### config.mk
export PLATFORM = sky130hd
export DESIGN_NAME = lcd_writer_flat
export DESIGN_NICKNAME = d
export VERILOG_FILES = /design/src/rtl/lcd_writer_if.sv /design/src/rtl/lcd_writer.sv /design/src/flat_wrapper.sv
export SDC_FILE = /design/constraint.sdc
export NUM_CORES = 1
export LEC_CHECK = 0
export ABC_AREA = 1
export ABC_CLOCK_PERIOD_IN_PS = 2000
export BUFFER_PORTS_ARGS = -buffer_cell sky130_fd_sc_hd__buf_4
export CAP_MARGIN = 5
export CORE_ASPECT_RATIO = 1.5
export CORE_MARGIN = 4
export CORE_UTILIZATION = 40
export CTS_CLUSTER_SIZE = 8
export DETAILED_ROUTE_END_ITERATION = 10
export PLACE_DENSITY = 0.59
export SYNTH_ARGS = -nofsm -noshare
export SYNTH_HDL_FRONTEND = slang
export SYNTH_SLANG_ARGS = --single-unit
### constraint.sdc
create_clock -name clk_i -period 2 [get_ports clk_i]
set_clock_uncertainty 0.15 [all_clocks]
set_input_delay 0.2 -clock clk_i [delete_from_list [all_inputs] [get_ports clk_i]]
set_output_delay 0.2 -clock clk_i [all_outputs]
set_load 0.02 [all_outputs]
### src/rtl/lcd_writer_if.sv
// Command handshake between a host and the HD44780 writer: valid/ready push of {rs, data}.
interface lcd_writer_if;
  logic       cmd_valid_i;
  logic       cmd_ready_o;
  logic       cmd_rs_i;
  logic [7:0] cmd_data_i;

  modport master (output cmd_valid_i, output cmd_rs_i, output cmd_data_i, input cmd_ready_o);
  modport slave  (input cmd_valid_i, input cmd_rs_i, input cmd_data_i, output cmd_ready_o);
endinterface

### src/rtl/lcd_writer.sv
// HD44780 write-only driver: small command FIFO feeding a SETUP/PULSE/HOLD/WAIT bus sequencer.
module lcd_writer #(
  parameter int FIFO_DEPTH   = 4,
  parameter int SETUP_CYC    = 2,
  parameter int EN_CYC       = 12,
  parameter int HOLD_CYC     = 2,
  parameter int WAIT_CYC     = 2000,
  parameter int CLR_WAIT_CYC = 80000
) (
  input  logic         clk_i,
  input  logic         rst_i,
  lcd_writer_if.slave  cmd,
  output logic         busy_o,
  output logic         lcd_on_o,
  output logic         lcd_en_o,
  output logic         lcd_rs_o,
  output logic         lcd_rw_o,
  output logic [7:0]   lcd_data_o
);
  localparam int AW  = (FIFO_DEPTH > 2) ? $clog2(FIFO_DEPTH) : 1;
  localparam int M0  = (CLR_WAIT_CYC > EN_CYC) ? CLR_WAIT_CYC : EN_CYC;
  localparam int M1  = (M0 > WAIT_CYC) ? M0 : WAIT_CYC;
  localparam int M2  = (M1 > SETUP_CYC) ? M1 : SETUP_CYC;
  localparam int CNT_MAX = (M2 > HOLD_CYC) ? M2 : HOLD_CYC;
  localparam int CW  = $clog2(CNT_MAX + 1);

  localparam logic [CW-1:0] LD_SETUP = CW'(SETUP_CYC - 1);
  localparam logic [CW-1:0] LD_EN    = CW'(EN_CYC - 1);
  localparam logic [CW-1:0] LD_HOLD  = CW'(HOLD_CYC - 1);
  localparam logic [CW-1:0] LD_WAIT  = CW'(WAIT_CYC - 1);
  localparam logic [CW-1:0] LD_CLR   = CW'(CLR_WAIT_CYC - 1);
  localparam logic [AW:0]   FULL_CNT = (AW+1)'(FIFO_DEPTH);

  typedef struct packed {
    logic       rs;
    logic [7:0] data;
  } cmd_t;

  typedef enum logic [2:0] {S_IDLE, S_SETUP, S_PULSE, S_HOLD, S_WAIT} state_t;

  cmd_t          mem [FIFO_DEPTH];
  logic [AW-1:0] wr_ptr, rd_ptr;
  logic [AW:0]   count, count_nxt;
  state_t        state;
  logic [CW-1:0] cnt;
  cmd_t          head;
  logic          push, pop, wait_done, go_idle, is_clr;

  assign head      = mem[rd_ptr];
  assign push      = cmd.cmd_valid_i & cmd.cmd_ready_o;
  assign wait_done = (state == S_WAIT) && (cnt == '0);
  // The FIFO only ever feeds the sequencer from IDLE or straight out of a finished WAIT.
  assign pop       = (count != '0) && ((state == S_IDLE) || wait_done);
  assign go_idle   = !pop && ((state == S_IDLE) || wait_done);
  assign is_clr    = !lcd_rs_o && ((lcd_data_o == 8'h01) || (lcd_data_o == 8'h02) ||
                                   (lcd_data_o == 8'h03));
  assign lcd_rw_o  = 1'b0;

  always_comb begin
    count_nxt = count;
    if (push && !pop)      count_nxt = count + (AW+1)'(1);
    else if (!push && pop) count_nxt = count - (AW+1)'(1);
  end

  always_ff @(posedge clk_i) begin
    if (push) mem[wr_ptr] <= '{rs: cmd.cmd_rs_i, data: cmd.cmd_data_i};
  end

  always_ff @(posedge clk_i) begin
    if (rst_i) begin
      wr_ptr <= '0;
      rd_ptr <= '0;
      count  <= '0;
    end else begin
      if (push) wr_ptr <= wr_ptr + AW'(1);
      if (pop)  rd_ptr <= rd_ptr + AW'(1);
      count <= count_nxt;
    end
  end

  always_ff @(posedge clk_i) begin
    if (rst_i) begin
      state           <= S_IDLE;
      cnt             <= '0;
      lcd_en_o        <= 1'b0;
      lcd_rs_o        <= 1'b0;
      lcd_data_o      <= 8'h00;
      lcd_on_o        <= 1'b0;
      busy_o          <= 1'b0;
      cmd.cmd_ready_o <= 1'b0;
    end else begin
      lcd_on_o        <= 1'b1;
      cmd.cmd_ready_o <= (count_nxt != FULL_CNT);
      busy_o          <= (count_nxt != '0) || !go_idle;
      case (state)
        S_IDLE: begin
          if (pop) begin
            lcd_rs_o   <= head.rs;
            lcd_data_o <= head.data;
            state      <= S_SETUP;
            cnt        <= LD_SETUP;
          end
        end
        S_SETUP: begin
          if (cnt == '0) begin
            state    <= S_PULSE;
            cnt      <= LD_EN;
            lcd_en_o <= 1'b1;
          end else cnt <= cnt - CW'(1);
        end
        S_PULSE: begin
          if (cnt == '0) begin
            state    <= S_HOLD;
            cnt      <= LD_HOLD;
            lcd_en_o <= 1'b0;
          end else cnt <= cnt - CW'(1);
        end
        S_HOLD: begin
          if (cnt == '0) begin
            state <= S_WAIT;
            cnt   <= is_clr ? LD_CLR : LD_WAIT;
          end else cnt <= cnt - CW'(1);
        end
        S_WAIT: begin
          if (cnt == '0) begin
            // Back-to-back commands skip IDLE to keep the cadence tight.
            if (pop) begin
              lcd_rs_o   <= head.rs;
              lcd_data_o <= head.data;
              state      <= S_SETUP;
              cnt        <= LD_SETUP;
            end else begin
              state <= S_IDLE;
              cnt   <= '0;
            end
          end else cnt <= cnt - CW'(1);
        end
        default: begin
          state <= S_IDLE;
          cnt   <= '0;
        end
      endcase
    end
  end
endmodule

### src/flat_wrapper.sv
// flat-port wrapper written by rule: the top's interface ports become plain ports
module lcd_writer_flat 
#(
  parameter int FIFO_DEPTH   = 4,
  parameter int SETUP_CYC    = 2,
  parameter int EN_CYC       = 12,
  parameter int HOLD_CYC     = 2,
  parameter int WAIT_CYC     = 2000,
  parameter int CLR_WAIT_CYC = 80000
)
  (clk_i, rst_i, busy_o, lcd_on_o, lcd_en_o, lcd_rs_o, lcd_rw_o, lcd_data_o, cmd_cmd_valid_i, cmd_cmd_rs_i, cmd_cmd_data_i, cmd_cmd_ready_o);
  lcd_writer_if cmd_i ();
  input  logic clk_i;
  input  logic rst_i;
  output logic busy_o;
  output logic lcd_on_o;
  output logic lcd_en_o;
  output logic lcd_rs_o;
  output logic lcd_rw_o;
  output logic [7:0] lcd_data_o;
  input wire logic [$bits(cmd_i.cmd_valid_i)-1:0] cmd_cmd_valid_i;
  input wire logic [$bits(cmd_i.cmd_rs_i)-1:0] cmd_cmd_rs_i;
  input wire logic [$bits(cmd_i.cmd_data_i)-1:0] cmd_cmd_data_i;
  output wire logic [$bits(cmd_i.cmd_ready_o)-1:0] cmd_cmd_ready_o;
  assign cmd_i.cmd_valid_i = cmd_cmd_valid_i;
  assign cmd_i.cmd_rs_i = cmd_cmd_rs_i;
  assign cmd_i.cmd_data_i = cmd_cmd_data_i;
  assign cmd_cmd_ready_o = cmd_i.cmd_ready_o;
  lcd_writer #(.FIFO_DEPTH(FIFO_DEPTH), .SETUP_CYC(SETUP_CYC), .EN_CYC(EN_CYC), .HOLD_CYC(HOLD_CYC), .WAIT_CYC(WAIT_CYC), .CLR_WAIT_CYC(CLR_WAIT_CYC)) u_core (.clk_i(clk_i), .rst_i(rst_i), .cmd(cmd_i), .busy_o(busy_o), .lcd_on_o(lcd_on_o), .lcd_en_o(lcd_en_o), .lcd_rs_o(lcd_rs_o), .lcd_rw_o(lcd_rw_o), .lcd_data_o(lcd_data_o));
endmodule
# After elaboration in Yosys (flattened, before gate mapping)
# Memory sizes are Yosys's and may differ from the RTL's. A register that Yosys moved wholly into a read port is not among the register bits.
# Cells that the tools add are included.
totals:
  regBits: 40
  latch_bits: 0
  ramBits: 36
  mem_bits_ro: 0
  inputBits: 12
  output_inout_bits: 14
  wordCells: 85
  n_memories: 1
memory_table:
  columns: ["memory", "words", "word_bits", "read_ports", "rd_ports_with_merged_regs", "write_ports", "line_no", "rtl"]
  rows:
  - ["u_core.mem", 4, 9, 1, 1, 1, "lcd_writer.sv:41", "cmd_t mem [FIFO_DEPTH];"]
op_classes:
  n_addsub: 5
  mul: 0
  div_mod_pow: 0
  magnitude_cmp: 0
  eq_ne: 13
  shift: 0
  mux: 31
  bitwise: 1
  n_reduce_logical: 23
ops:
  columns: ["cell", "n"]
  rows:
  - ["$mux 17", 6]
  - ["$pmux 17 s5", 1]
  - ["$mux 3", 7]
  - ["$logic_not 17->1", 1]
  - ["$sub 17x1->17 const B", 1]
  - ["$eq 8x2->1 const B", 2]
  - ["$mux 8", 2]
  - ["$pmux 8 s2", 1]
  - ["$pmux 3 s5", 1]
  - ["$mux 1", 9]
  - ["$eq 8x1->1 const B", 1]
  - ["$ne 2x1->1 const B", 4]
  - ["$eq 3x2->1 const B", 2]
  - ["$logic_and 1x1->1", 6]
  - ["$reduce_bool 3->1", 2]
  - ["$reduce_and 5->1", 1]
  - ["$add 2x1->2 const B", 2]
  - ["$logic_not 1->1", 4]
  - ["$logic_or 1x1->1", 4]
  - ["$mux 2", 2]
  - ["$pmux 1 s2", 2]
  - ["$reduce_bool 2->1", 2]
  - ["$add 3x1->3 const B", 1]
  - ["$eq 3x1->1 const B", 1]
  - ["other kinds (8)", 8]

# Depth between registers and ports, before layout
logic_depth:
  depth_word: 9
  mapped_depth: 17

# Worst setup path before layout
# Ideal clock, no wire load.
synth_path:
  path_kind: "register to register"
  start: "register u_core.cnt[0]"
  end: "register u_core.cnt[16]"
  setup_ps: 132
  t_arrival_ps: 1576
  slack_ps: 142
  stages_incl_launch_ff: 13
  path_buffers: 0
  path_cell_list: "dfxtp_1 > inv_1 > ha_1 > nor3b_2 > nand2_1 > nor2_2 > nand2_1 > nor2_2 > nand2_1 > nand2_1 > nand2_1 > o21ai_1 > a21oi_1"
synth_via:
  elab_chain_cells: 5
synth_rtl:
  columns: ["item", "line_no", "rtl"]
  rows:
  - ["start, declared", "lcd_writer.sv:45", "logic [CW-1:0] cnt;"]
  - ["start signal, assigned", "lcd_writer.sv:109", "end else cnt <= cnt - CW'(1);"]
  - ["start signal, assigned", "lcd_writer.sv:116", "end else cnt <= cnt - CW'(1);"]
  - ["start signal, assigned", "lcd_writer.sv:121", "cnt <= is_clr ? LD_CLR : LD_WAIT;"]
  - ["parallel branches: the longest is 5 deep, another holds $sub 17x1->17", null, null]
# Several ways; the timed one is not identified.
# A chain may end at the register's enable or synchronous reset.

# Worst setup path in the final report
layout_path:
  start: "register u_core.cnt[1]"
  end: "register u_core.busy_o"
layout_via:
  elab_chain_cells: 9
layout_rtl:
  columns: ["item", "line_no", "rtl"]
  rows:
  - ["$logic_not 17->1 *", "lcd_writer.sv:51", "assign wait_done = (state == S_WAIT) && (cnt == '0);"]
  - ["$logic_and 1x1->1 *", "lcd_writer.sv:51", null]
  - ["$logic_or 1x1->1 *", "lcd_writer.sv:53, lcd_writer.sv:54", null]
  - ["$logic_and 1x1->1", "lcd_writer.sv:53", "assign pop = (count != '0) && ((state == S_IDLE) || wait_done);"]
  - ["$logic_and 1x1->1 / $logic_not 1->1 (equally long branches)", "lcd_writer.sv:62, lcd_writer.sv:54, lcd_writer.sv:61", null]
  - ["$mux 3 / $logic_and 1x1->1 (equally long branches)", "lcd_writer.sv:62, lcd_writer.sv:61", null]
  - ["$mux 3", "lcd_writer.sv:61", "if (push && !pop) count_nxt = count + (AW+1)'(1);"]
  - ["$reduce_bool 3->1", "lcd_writer.sv:94", "busy_o <= (count_nxt != '0) || !go_idle;"]
  - ["$logic_or 1x1->1 *", "lcd_writer.sv:94", null]
  - ["end signal, assigned", "lcd_writer.sv:94", null]
  - ["end, declared", "lcd_writer.sv:13", "output logic busy_o,"]
# Every way passes the cells marked *; elsewhere a longest branch is shown, timed or not.

==> flow_metrics.py <==
metrics = {
    "power": {
        "finalPower_mw": 8.45,
        "power.leakage_nw": 1.93,
        "vdd_drop_max_v": 0.000769,
        "powerDensity_mw_per_mm2": 1840,
    },
    "sta": {
        "setup_viol": 0,
        "finalWorstSetupSlack_ns": 0.0818,
        "finalHoldWorstSlack_ns": 0.0894,
        "worst_pin_slew_ns": 0.517,
        "fmax_mhz": 521,
        "slew_headroom_pct": 65.5,
        "fin_setup_tns_ns": 0,
        "final_hold_viol_count": 0,
        "period_needed_ns": 1.92,
        "rsz0062_at_grt": "yes",
        "min_period_over_period_pct": 95.9,
        "slew_violations": 0,
    },
    "layout": {
        "final_nets": 498,
        "fin_area_mm2": 0.00459,
        "layout-drive-gt1-share_pct": 22.4,
        "area_growth_pct": 25.8,
        "fillerInstances": 843,
        "finalNonFillerCells": 592,
        "utilization_pct": 51.7,
        "n_antenna_cell": 0,
    },
    "critical_path": {
        "arrival_ns": 1.99,
        "startpoint_type": "flop",
        "crit_type": "reg2reg",
        "endpoint_kind": "flop",
        "cp.required_ns": 2.07,
        "critical_path_peak_fanout": 7,
    },
    "cts": {
        "cts_buffer_depth": 2,
        "cts-htree-levels": 3,
        "worstSkewPairLatency_ns": 0.33,
        "numCtsBuffers": 9,
        "root_buffer": "clkbuf_16",
        "cts_tree": "done",
        "cts_sinks": 78,
        "clk_pin_slew_ns": 0.06,
    },
    "yosys": {
        "synth.most_common_cell": "nand2_1",
        "synth_top_family_by_area": "simple AND/OR/NAND/NOR gates",
        "post_synth_inst_count": 418,
        "synth-simple-area-share_pct": 22.5,
        "dominantRegCellSynth": "dfxtp_1",
        "yosys.cell_types.count": 34,
        "synth_area_leaders": "edfxtp_1 (30%), dfxtp_1 (23%), nand2_1 (7.9%)",
        "async_flop_share_pct": 0,
        "synth_warnings": 0,
        "synth_edf_count": 36,
        "yosys.area.top_type": "edfxtp_1",
        "synth_top_area_share_pct": 29.6,
        "synth-seq-area-share_pct": 52.7,
        "synthTopCellsByCount": "nand2_1 (77), nor2_1 (56), inv_1 (43)",
        "synth_mux_area_share_pct": 0,
        "synth_nets": 439,
        "synthAdderAreaFrac_pct": 3.09,
        "synth_area_per_cell_um2": 8.73,
        "synth_compound_area_share_pct": 12.3,
        "synth_area_mm2": 0.00365,
        "synth-seq-cells": 78,
        "synth-xor-area-share_pct": 2.88,
    },
    "global_route": {
        "grt_max_degree": 26,
        "grt_pass1_vias": 2800,
        "antenna_found_initial": 0,
        "grtUsageTotal_pct": 15.1,
        "grt-ovfl-total": 0,
        "grt_pass1_wl_um": 12800,
    },
    "routing": {
        "ant_nets": 0,
        "first_pass_iters": 4,
        "vias": 2902,
        "drt_iter0_drc": 90,
        "drt-total-wl_um": 7840,
        "via_per_inst": 4.90,
        "drc": 0,
        "wl_per_cell_um": 13.2,
    },
    "die": {
        "core-area_mm2": 0.00888,
        "initial_core_util_pct": 41.1,
        "die_y_um": 125,
        "die_w_um": 86.0,
        "die_area_mm2": 0.0107,
        "rows": 42,
        "io_pins": 26,
    },
    "min_path": {
        "hp-class": "in2reg",
    },
    "flow_run": {
        "drv_cap": 0,
    },
    "placement": {
        "pre_cts_ws_ns": -0.0200,
        "place_congestion": 0.831,
        "dp_hpwl_um": 5540,
        "portBuffers": 24,
        "dpl_cell_area_mm2": 0.00408,
        "place_inst": 560,
    },
    "status": {
        "status": "finished clean",
    },
}
cell usage in the layout, fill, tap and decap left out, types with 2 or more instances in the layout:
master         Yosys  routed
nand2_1           77      72
nor2_1            56      55
buf_4              2      50
inv_1             43      40
dfxtp_1           42      40
edfxtp_1          36      36
a21oi_1           33      33
o21ai_0           31      27
nand3_1           14      11
o32ai_1            9       9
clkbuf_16          0       9
dlygate4sd3_1      0       9
nor2_2            10       8
nand2_2            3       8
xor2_1             8       8
o21ai_1            3       7
ha_1               9       7
inv_2              2       5
nor2_4             2       5
xnor2_1            4       4
nand4_1            4       4
nand3b_1           3       3
nand2_4            3       3
nand3_2            0       3
clkinvlp_4         0       3
nor3_1             2       2
a31oi_1            2       2
o21a_1             2       2
clkinv_4           0       2
dfxtp_2            0       2
layer usage:
layer | vias up | global-route usage (%) | part of all wire [%]
met5 | - | 0 | 0
met4 | 0 | 7.18 | 2.9
met3 | 20 | 2.63 | 2.0
met2 | 36 | 26.5 | 52
met1 | 1346 | 17.4 | 43
li1 | 1500 | - | -
cell type report:
| class | instances | area (um^2) | share of cell area, % |
|---|---|---|---|
| timing repair buffer | 61 | 497 | 10.8 |
| clock buffer | 9 | 225 | 4.91 |
| inverter | 46 | 173 | 3.76 |
| clock inverter | 7 | 75.1 | 1.64 |
| multi-input combinational | 281 | 1560 | 34.0 |
| sequential | 78 | 1920 | 41.9 |
| tap | 110 | 138 | 3.00 |
where the power goes:
| group | leakage, nW | internal (mW) | switching, mW |
|---|---|---|---|
| Clock | 0.138 | 0.967 | 0.648 |
| Combinational | 1.12 | 1.88 | 2.62 |
| Sequential | 0.673 | 2.03 | 0.299 |
flip-flops by register name, indices dropped and copies added (netlist names), named ones only:
signal / cells
u_core.mem: 36
u_core.rd_ptr: 2
u_core.busy_o: 1
u_core.lcd_rs_o: 1
u_core.lcd_on_o: 1
u_core.lcd_data_o: 8
u_core.wr_ptr: 2
u_core.count: 3
u_core.state: 3
u_core.cmd.cmd_ready_o: 1
u_core.lcd_en_o: 1
u_core.cnt: 17
critical path: stages (launching register included):
cell	delay (ns)
dfxtp_2	0.34
inv_2	0.07
ha_4	0.13
inv_2	0.02
nor2_1	0.07
nand2_1	0.06
nor2_2	0.14
nand2_4	0.09
nand2_4	0.09
nand3_4	0.12
nand2_4	0.13
nand2_2	0.06
nand2_2	0.05
nand2_2	0.05
inv_2	0.06
nand3_2	0.05
nand2_1	0.06
nand2_1	0.05
timing repair:
item / CTS / global route
endpoints found under the hold margin: 36 / 0
pin swaps: 0 / 4
buffers inserted: 0 / 7
setup endpoints to repair: 4 / 30
resized for setup: 3 / 23
hold buffers: 9 / 0
logic make-up (layout without fill, tap and decap cells):
| family | Yosys count | in the layout |
|---|---|---|
| XOR/XNOR | 12 | 12 |
| AO/OA/AOI/OAI | 81 | 81 |
| other | 1 | 1 |
| buffers and inverters | 59 | 123 |
| flip-flops | 78 | 78 |
| adder cells (fa/ha/maj) | 9 | 9 |
| AND/OR/NAND/NOR | 178 | 178 |
worst paths after layout:
kind,startpoint,slack [ns],cells after the start,to
worst min-delay path,rst_i,0.09,2,u_core.cnt[10]$_SDFFE_PP0P_
worst min register to register,u_core.lcd_en_o$_SDFFE_PP0P_,0.32,2,u_core.lcd_en_o$_SDFFE_PP0P_
worst max-delay path,u_core.cnt[1]$_SDFFE_PP0P_,0.08,17,u_core.busy_o$_SDFF_PP0_
worst max register to register,u_core.cnt[1]$_SDFFE_PP0P_,0.08,17,u_core.busy_o$_SDFF_PP0_
No activity file was read; power rests on OpenSTA's default activity.
